File: config.mk
export PLATFORM = sky130hd
export DESIGN_NAME = mem_arbiter
export DESIGN_NICKNAME = d
export VERILOG_FILES = /design/src/rtl/mem_arbiter.sv
export SDC_FILE = /design/constraint.sdc
export NUM_CORES = 1
export LEC_CHECK = 0
export ABC_CLOCK_PERIOD_IN_PS = 2000
export CAP_MARGIN = 20
export CELL_PAD_IN_SITES_DETAIL_PLACEMENT = 1
export CELL_PAD_IN_SITES_GLOBAL_PLACEMENT = 1
export CORE_MARGIN = 4
export CORE_UTILIZATION = 11
export CTS_CLUSTER_DIAMETER = 60
export DETAILED_ROUTE_END_ITERATION = 16
export GPL_TIMING_DRIVEN = 0
export PLACE_DENSITY = 0.88
export SYNTH_ARGS = -nofsm -noshare
export SYNTH_HDL_FRONTEND = slang
export SYNTH_SLANG_ARGS = --single-unit
File: constraint.sdc
create_clock -name clk -period 2 [get_ports clk]
set_clock_uncertainty 0.05 [all_clocks]
set_input_delay 0.4 -clock clk [delete_from_list [all_inputs] [get_ports clk]]
set_output_delay 0.4 -clock clk [all_outputs]
set_load 0.005 [all_outputs]
File: src/rtl/mem_arbiter.sv
// mem_arbiter: shares one single-port memory between instruction fetch and the data path,
// data wins by default while a starvation counter guarantees fetch forward progress.
module mem_arbiter #(
    parameter int ADDR     = 16,
    parameter int WORD     = 32,
    parameter int MAX_WAIT = 4,
    parameter int W_CNT    = 4
) (
    input  logic            clk,
    input  logic            rst,
    input  logic            if_req_i,
    input  logic [ADDR-1:0] if_addr_i,
    output logic            if_gnt_o,
    output logic            if_rvalid_o,
    output logic [WORD-1:0] if_rdata_o,
    input  logic            dm_req_i,
    input  logic            dm_we_i,
    input  logic [ADDR-1:0] dm_addr_i,
    input  logic [WORD-1:0] dm_wdata_i,
    output logic            dm_gnt_o,
    output logic            dm_rvalid_o,
    output logic [WORD-1:0] dm_rdata_o,
    output logic [ADDR-1:0] mem_a_o,
    output logic            mem_w_o,
    output logic [WORD-1:0] mem_d_o,
    input  logic [WORD-1:0] mem_q_i
);
    typedef enum logic [1:0] {NONE, IF_RD, DM_RD} pend_t;

    pend_t            r_pend;
    logic [W_CNT-1:0] r_wait_cnt;
    logic             w_fetch_prio;
    logic             w_if_gnt;
    logic             w_dm_gnt;

    assign w_fetch_prio = (r_wait_cnt == W_CNT'(MAX_WAIT));
    // grants are gated by rst so nothing reaches the memory while reset is held
    assign w_dm_gnt = rst & dm_req_i & ~(if_req_i & w_fetch_prio);
    assign w_if_gnt = rst & if_req_i & ~w_dm_gnt;

    assign if_gnt_o    = w_if_gnt;
    assign dm_gnt_o    = w_dm_gnt;
    assign mem_a_o     = w_dm_gnt ? dm_addr_i : (w_if_gnt ? if_addr_i : '0);
    assign mem_w_o     = w_dm_gnt & dm_we_i;
    assign mem_d_o     = mem_w_o ? dm_wdata_i : '0;
    assign if_rvalid_o = (r_pend == IF_RD);
    assign dm_rvalid_o = (r_pend == DM_RD);
    assign if_rdata_o  = mem_q_i;
    assign dm_rdata_o  = mem_q_i;

    always_ff @(posedge clk or negedge rst) begin
        if (!rst) begin
            r_pend     <= NONE;
            r_wait_cnt <= '0;
        end else begin
            r_pend     <= w_if_gnt ? IF_RD : ((w_dm_gnt & ~dm_we_i) ? DM_RD : NONE);
            r_wait_cnt <= (if_req_i & ~w_if_gnt) ? (w_fetch_prio ? r_wait_cnt : r_wait_cnt + 1'b1) : '0;
        end
    end
endmodule

### After elaboration in Yosys (flattened, before gate mapping)

Cells that the tools add are included.

| operators by class | value |
|---|---|
| add/subtract/negate cells | 1 |
| multiply operators | 0 |
| divide/modulo/power cells | 0 |
| magnitude comparators | 0 |
| eq/ne operators | 4 |
| shift-type cells | 0 |
| muxes and demuxes | 7 |
| bitwise logic cells | 12 |
| reduce and logical (&&, ||, !) cells | 0 |

Operators by type and width:

| operator | count |
|---|---|
| 16-bit two-way mux | 2 |
| 32-bit two-way mux | 1 |
| 1-bit AND | 8 |
| 4-bit two-way mux | 2 |
| 4-bit by 1-bit adder with 4-bit output, second input constant | 1 |
| 4-bit by 3-bit equality test with 1-bit output, second input constant | 1 |
| 2-bit two-way mux | 2 |
| 1-bit NOT | 4 |
| 2-bit by 1-bit equality test with 1-bit output, second input constant | 1 |
| 2-bit equality test, second input constant | 1 |
| 2-bit inequality test, second input constant | 1 |

| word-level totals | value |
|---|---|
| register bits after elaboration | 6 |
| latch bits | 0 |
| bits in writable memories | 0 |
| bits in read-only memories | 0 |
| input bits | 101 |
| output and inout bits | 117 |
| word-level logic and storage cells | 26 |
| memories | 0 |

### Logic depth before layout (Yosys ltp)

| logic depth | value |
|---|---|
| depth in word-level cells | 9 |
| depth in mapped cells | 6 |
| depth with buffers taken out | 5 |

### Worst setup path before layout

No wires, ideal clock.

| path | value |
|---|---|
| path kind | register -> output |
| from | register r_wait_cnt[0] |
| to | output port mem_a_o[10] |
| arrival time | 1527 ps |
| data required time | 1550 ps |
| setup slack | 23 ps |
| cell stages (with the launch flop) | 7 |
| buffers on the path | 1 |
| path through | dfrtp_1 > inv_1 > ha_1 > and3b_1 > a21oi_2 > buf_6 > a22o_1 |

| on the way | value |
|---|---|
| cells in the longest elaborated chain, start to end | 8 |

RTL lines:

| element | line | text |
|---|---|---|
| start: declaration | 31 | `logic [W_CNT-1:0] r_wait_cnt;` |
| start signal: assignment | 57 | `r_wait_cnt <= (if_req_i & ~w_if_gnt) ? (w_fetch_prio ? r_wait_cnt : r_wait_cnt + 1'b1) : '0;` |
| 4-bit by 3-bit equality test with 1-bit output (*) | 36 | `assign w_fetch_prio = (r_wait_cnt == W_CNT'(MAX_WAIT));` |
| 1-bit AND (*) | 38 | `assign w_dm_gnt = rst & dm_req_i & ~(if_req_i & w_fetch_prio);` |
| 1-bit NOT (*) | 38 |  |
| 1-bit AND (*) | 38 |  |
| via dm_gnt_o | 20 | `output logic dm_gnt_o,` |
| 1-bit NOT | 39 | `assign w_if_gnt = rst & if_req_i & ~w_dm_gnt;` |
| 1-bit AND | 39 |  |
| 16-bit two-way mux | 43 | `assign mem_a_o = w_dm_gnt ? dm_addr_i : (w_if_gnt ? if_addr_i : '0);` |
| 16-bit two-way mux (*) | 43 |  |
| end: declaration | 23 | `output logic [ADDR-1:0] mem_a_o,` |

Mark *: on every way through the listed nets, which the timed path passes. The rest lies on a longest branch.

### Worst setup path after layout

| path | value |
|---|---|
| from | register r_wait_cnt[1] |
| to | output port mem_d_o[13] |

| on the way | value |
|---|---|
| cells in the longest elaborated chain, start to end | 6 |

RTL lines:

| element | line | text |
|---|---|---|
| 4-bit by 3-bit equality test with 1-bit output | 36 |  |
| 1-bit AND | 38 |  |
| 1-bit NOT | 38 |  |
| 1-bit AND | 38 |  |
| 1-bit AND | 44 | `assign mem_w_o = w_dm_gnt & dm_we_i;` |
| 32-bit two-way mux | 45 | `assign mem_d_o = mem_w_o ? dm_wdata_i : '0;` |
| end: declaration | 25 | `output logic [WORD-1:0] mem_d_o,` |

Every way passes these cells.

==> qor.json <==
{
  "pwr": {
    "ir_drop_mv": 0.143,
    "design_power_total_mw": 0.974,
    "p_per_area_nw_per_um2": 257,
    "pleak_nw": 1.79
  },
  "synthesis": {
    "synth.cell_area_sq_um": 1230,
    "synthesis.instances": 152,
    "share_of_synthesized_area_occupied_by_flip_flops_and_latches": 0.122,
    "synth.distinct_cells": 22,
    "net_count_of_the_mapped_netlist": 255,
    "synth_seq_cells": 6,
    "synth.yosys.warnings": 0,
    "synth.avg_cell_area_sq_um": 8.11
  },
  "outcome": {
    "violations_in_the_final_reports": "negative setup slack",
    "run_status": "finished, violations left"
  },
  "timing": {
    "setup_slack_ps": -409,
    "hold_slack_ps": 68.8,
    "timing_hold_violations_final": 0,
    "achievable-frequency_mhz": 415,
    "tightestPinTransition_ps": 321,
    "finalMaxSlewViolations": 0,
    "period_minus_slack_ps": 2410,
    "rsz0062_at_grt": "true",
    "setup_viol_count_final": 51,
    "fin_crit_sh": 1.20,
    "slew-limit-headroom": 0.784,
    "fin_tns_setup_ps": -16320
  },
  "setup_path": {
    "cp_common_cell": "sky130_fd_sc_hd__buf_6",
    "crit_fanout": 5,
    "startpoint_type": "flop",
    "cpMaxStageDelayCell": "sky130_fd_sc_hd__dfrtp_1",
    "worstReg2RegEnd": "r_pend[1]",
    "critical_path.n_buffers_inverters": 6,
    "arrival_worst_endpoint_ps": 1960,
    "critical_path_required_ps": 1550,
    "worst_path_cell_chain": "inv_2 > ha_4 > and3b_2 > a211oi_4 > buf_6 > buf_6 > buf_6 > buf_8 > and2_4 > buf_6",
    "crit_path_end_kind": "output port",
    "critical_path.reg2reg.startpoint": "r_wait_cnt[1]",
    "setup.reg_to_reg.worst_slack_ps": 50,
    "worst_path_largest_cell_delay_ps": 370,
    "worstRegToRegCells": 12,
    "worst-setup-path-type": "flop to output port",
    "worst_path_dominant_cell_family": "buffers and inverters"
  },
  "clock_tree": {
    "ctsHtreeMaxLevel": 1,
    "cts_made_buffers": 3,
    "cts_hold_repair.buffers": 0,
    "clock_latency_on_the_worst_skew_pair_ps": 220,
    "tritoncts_num_sinks": 6,
    "worst_setup_hold_path_clk_slew_ps": 40,
    "cts_tree": "yes",
    "clockBufferDepth": 2,
    "clockRootBuffer": "sky130_fd_sc_hd__clkbuf_8"
  },
  "grt": {
    "grt_start_max_net_pins": 9,
    "grt_overflow_total": 0,
    "vias_in_the_first_global_route": 2148,
    "globalRouteTotalUtil": 0.102,
    "grt_antenna_before_repair": 1,
    "wire_length_of_the_first_global_routing_pass_microns": 10700
  },
  "route": {
    "detail_route.wl_per_cell_microns": 14.4,
    "post-route-drc-count": 0,
    "detailedRoute.firstIterationViolations": 82,
    "detailed_route_via_count": 1875,
    "post_detailed_route_count_of_antenna_violating_nets": 0,
    "number_of_iterations_in_the_first_detailed_routing_pass": 2,
    "detail_route.wirelength_microns": 7490,
    "route.detailed.vias_per_inst": 3.61
  },
  "layout": {
    "fill_cells": 1267,
    "layout_commonest_cell": "sky130_fd_sc_hd__clkdlybuf4s50_1",
    "final_layout_size_suffix_gt1_frac": 0.534,
    "final_area_sq_um": 3790,
    "syn2layout_area_growth_pct": 207,
    "final_cell_mix": "sky130_fd_sc_hd__clkdlybuf4s50_1 (131), sky130_fd_sc_hd__buf_4 (77), sky130_fd_sc_hd__buf_6 (51), sky130_fd_sc_hd__and2_4 (29), sky130_fd_sc_hd__buf_2 (21)",
    "instances_no_fill": 519,
    "final_util": 0.348,
    "design.final.nets": 483
  },
  "floorplan": {
    "floorplan.rows": 38,
    "initial_core_util": 0.113,
    "die_area_sq_um": 13000,
    "design.core.area_sq_um": 10900,
    "count_of_boundary_i_o_pins": 218,
    "die_w_microns": 114,
    "chipHeight_microns": 114
  },
  "placement": {
    "dp_hpwl_microns": 5740,
    "placed_cells": 476,
    "place_congestion": 0.813,
    "post_dp_cell_area_sq_um": 3250,
    "port_buffers": 184,
    "place_ws_ps": -1140
  },
  "worst_hold_path": {
    "timing.hold.worst.class": "input port to async pin"
  },
  "flow_run": {
    "maxCapViolations": 0
  }
}
metal layers:
metal,GRT usage,wire [microns]
met1,0.105,2560
met5,0,0
met3,0.0483,981
met4,0.00713,6
met2,0.197,3940
registers in the layout, summed over array words and instances (netlist names):
| register | cells |
|---|---|
| r_pend | 2 |
| r_wait_cnt | 4 |
cell usage after synthesis (all sizes together):
cell / instances / share of area
and2: 33 / 0.17
a21oi: 1 / 0.0071
dfrtp: 6 / 0.12
a211oi: 2 / 0.032
o21ai: 2 / 0.0081
and3b: 1 / 0.0071
nor3: 1 / 0.0041
ha: 2 / 0.020
clkbuf: 3 / 0.012
o32ai: 1 / 0.0071
a22o: 16 / 0.11
nand3: 3 / 0.012
inv: 5 / 0.015
a311oi: 1 / 0.0071
nand3b: 1 / 0.016
nand2: 2 / 0.0061
xor2: 1 / 0.0071
buf: 67 / 0.41
nor2b: 2 / 0.010
o22ai: 1 / 0.0051
nand2b: 1 / 0.0051
worst max path at each step:
stage,startpoint,end,cells after the start
floorplan,r_wait_cnt[0],mem_a_o[10],6
global placement,rst,mem_d_o[7],6
detailed placement,rst,mem_d_o[9],6
CTS,r_wait_cnt[1],mem_a_o[9],10
global route,r_wait_cnt[0],mem_d_o[13],10
finish,r_wait_cnt[1],mem_d_o[13],10
report_power, final:
group / switching, mW / internal, mW
Clock: 0.0523 / 0.129
Sequential: 0.00489 / 0.128
Combinational: 0.181 / 0.478
Total: 0.239 / 0.735
cell type report:
class                      count  area, sq um  area share
timing repair buffer         223         2210       0.584
tap                          140          175      0.0463
inverter                       5         18.8     0.00496
sequential                     6          150      0.0396
antenna                        1         2.50    0.000661
buffer                        70          552       0.146
multi-input combinational     71          634       0.167
clock buffer                   3         41.3      0.0109
what timing repair did:
action,4_1_cts,5_1_grt
endpoints found under the hold margin,0,0
gates cloned,4,0
pin swaps,43,8
setup endpoints to repair,51,51
buffers inserted,33,4
resized for setup,287,18
logic make-up after synthesis:
group                    count (synthesis)  synth area share
buffers and inverters                   75             0.442
AND/OR/NAND/NOR                         44             0.228
AO/OA/AOI/OAI                           24             0.181
flip-flops                               6             0.122
adder cells (fa/ha/maj)                  2            0.0203
XOR/XNOR                                 1           0.00711
No activity file was read; power rests on OpenSTA's default activity.
==> RTL change, RTL diff (same flow settings) <==
`ADDR`: 16 -> 8.
--- a/src/rtl/mem_arbiter.sv
+++ b/src/rtl/mem_arbiter.sv
@@ -3,3 +3,3 @@
 module mem_arbiter #(
-    parameter int ADDR     = 16,
+    parameter int ADDR     = 8,
     parameter int WORD     = 32,
Interface: changed (resized dm_addr_i, if_addr_i and mem_a_o); port bits go from 218 to 194. The function was not compared with the original's and may differ.
==> RTL change against the original RTL <==
- the run still ends with negative setup slack left
- wire length fell by 9.4%
- final area shrank 13%
- largest power group unchanged
- highest routed layer unchanged
- non-clock buffer count shrank 38
- power shrank 11%
- first-iteration DRC count fell by 16%
- sequential cell count stayed put
- setup slack better by 0.031 ns
- area after synthesis is 7.2% lower
- die area fell by 6.7%
==> RTL change: results (changes against the original RTL) <==
Final setup margin = -0.3779 ns (was -0.4087 ns)
Input/output buffers = 160 (was 184)
Synth unique cells = 24 (was 22)
Area contributors post-synth = buf_4 42%, and2_1 18%, dfrtp_1 13%, a22o_1 6.1%, buf_6 3.0% (was buf_4 40%, and2_1 17%, dfrtp_1 12%, a22o_1 11%, a211oi_4 3.2%)
Status = complete, but fails checks (unchanged)
First-pass GRT wire length = 8052 µm (was 10680 µm)
Antenna violations before repair = 0 (was 1)
Met3 routed WL = 779 µm (was 981 µm)
CP arrival = 1.93 ns (was 1.96 ns)
VDD IR max = 134.7 µV (was 143.2 µV)
Setup Fix Bufs, Post-CTS = 20 (was 33)
WL met2 = 4104 µm (was 3941 µm)
DR pass1 iterations = 3 (was 2)
Reg2Reg Depth = 11 (was 12)
# nets final = 422 (was 483)
Synth top cells by count = 64 x buf_4, 33 x and2_1, 8 x a22o_1 (was 65 x buf_4, 33 x and2_1, 16 x a22o_1)
Post-CTS Resized = 174 (was 287)
Failing checks = negative setup slack (unchanged)
Placed Cells = 436 (was 476)
Worst reg2reg endpoint = r_wait_cnt[1]$_DFFE_PN0P_ (was r_pend[1]$_DFF_PN0_)
Net count after synthesis = 230 (was 255)
Fraction of the mapped netlist area in compound gates = 11.93% (was 18.07%)
Metal-1 WL = 1883 µm (was 2560 µm)
Adder-Cell Fraction of Synth Area = 2.188% (was 2.030%)
Ant diodes = 0 (was 1)
Multi-input gate area = 560.5 µm² (was 634.4 µm²)
Routed len/inst = 14.56 µm (was 14.43 µm)
Repair and plain buffers = 255 (was 293)
Invs w/o clock = 3 (was 5)
Final setup viols = 44 (was 51)
==> RTL change: through the flow <==
| step | setup slack, ns | util [%] | hold slack [ns] |
|---|---|---|---|
| after floorplan | 0.09199 | - | 0.05441 |
| after global placement | -1.088 | 29.25 | 0.4698 |
| after detailed placement | -1.182 | 29.25 | 0.5076 |
| after CTS | -0.3580 | 31.47 | 0.08674 |
| after global routing | -0.4725 | 33.26 | 0.1104 |
| final | -0.3779 | 33.26 | 0.09759 |
==> RTL change: routing by layer <==
| metal | up-vias | GRT usage, % |
|---|---|---|
| li1 | 775 | - |
| met1 | 755 | 6.939 |
| met2 | 100 | 18.54 |
| met3 | 3 | 2.995 |
| met4 | 0 | 1.247 |
| met5 | - | 0 |
==> RTL change: kinds of logic after synthesis <==
family / Yosys count
AO/OA/AOI/OAI: 15
flip-flops: 6
adder cells (fa/ha/maj): 2
XOR/XNOR: 1
AND/OR/NAND/NOR: 48
buffers and inverters: 71
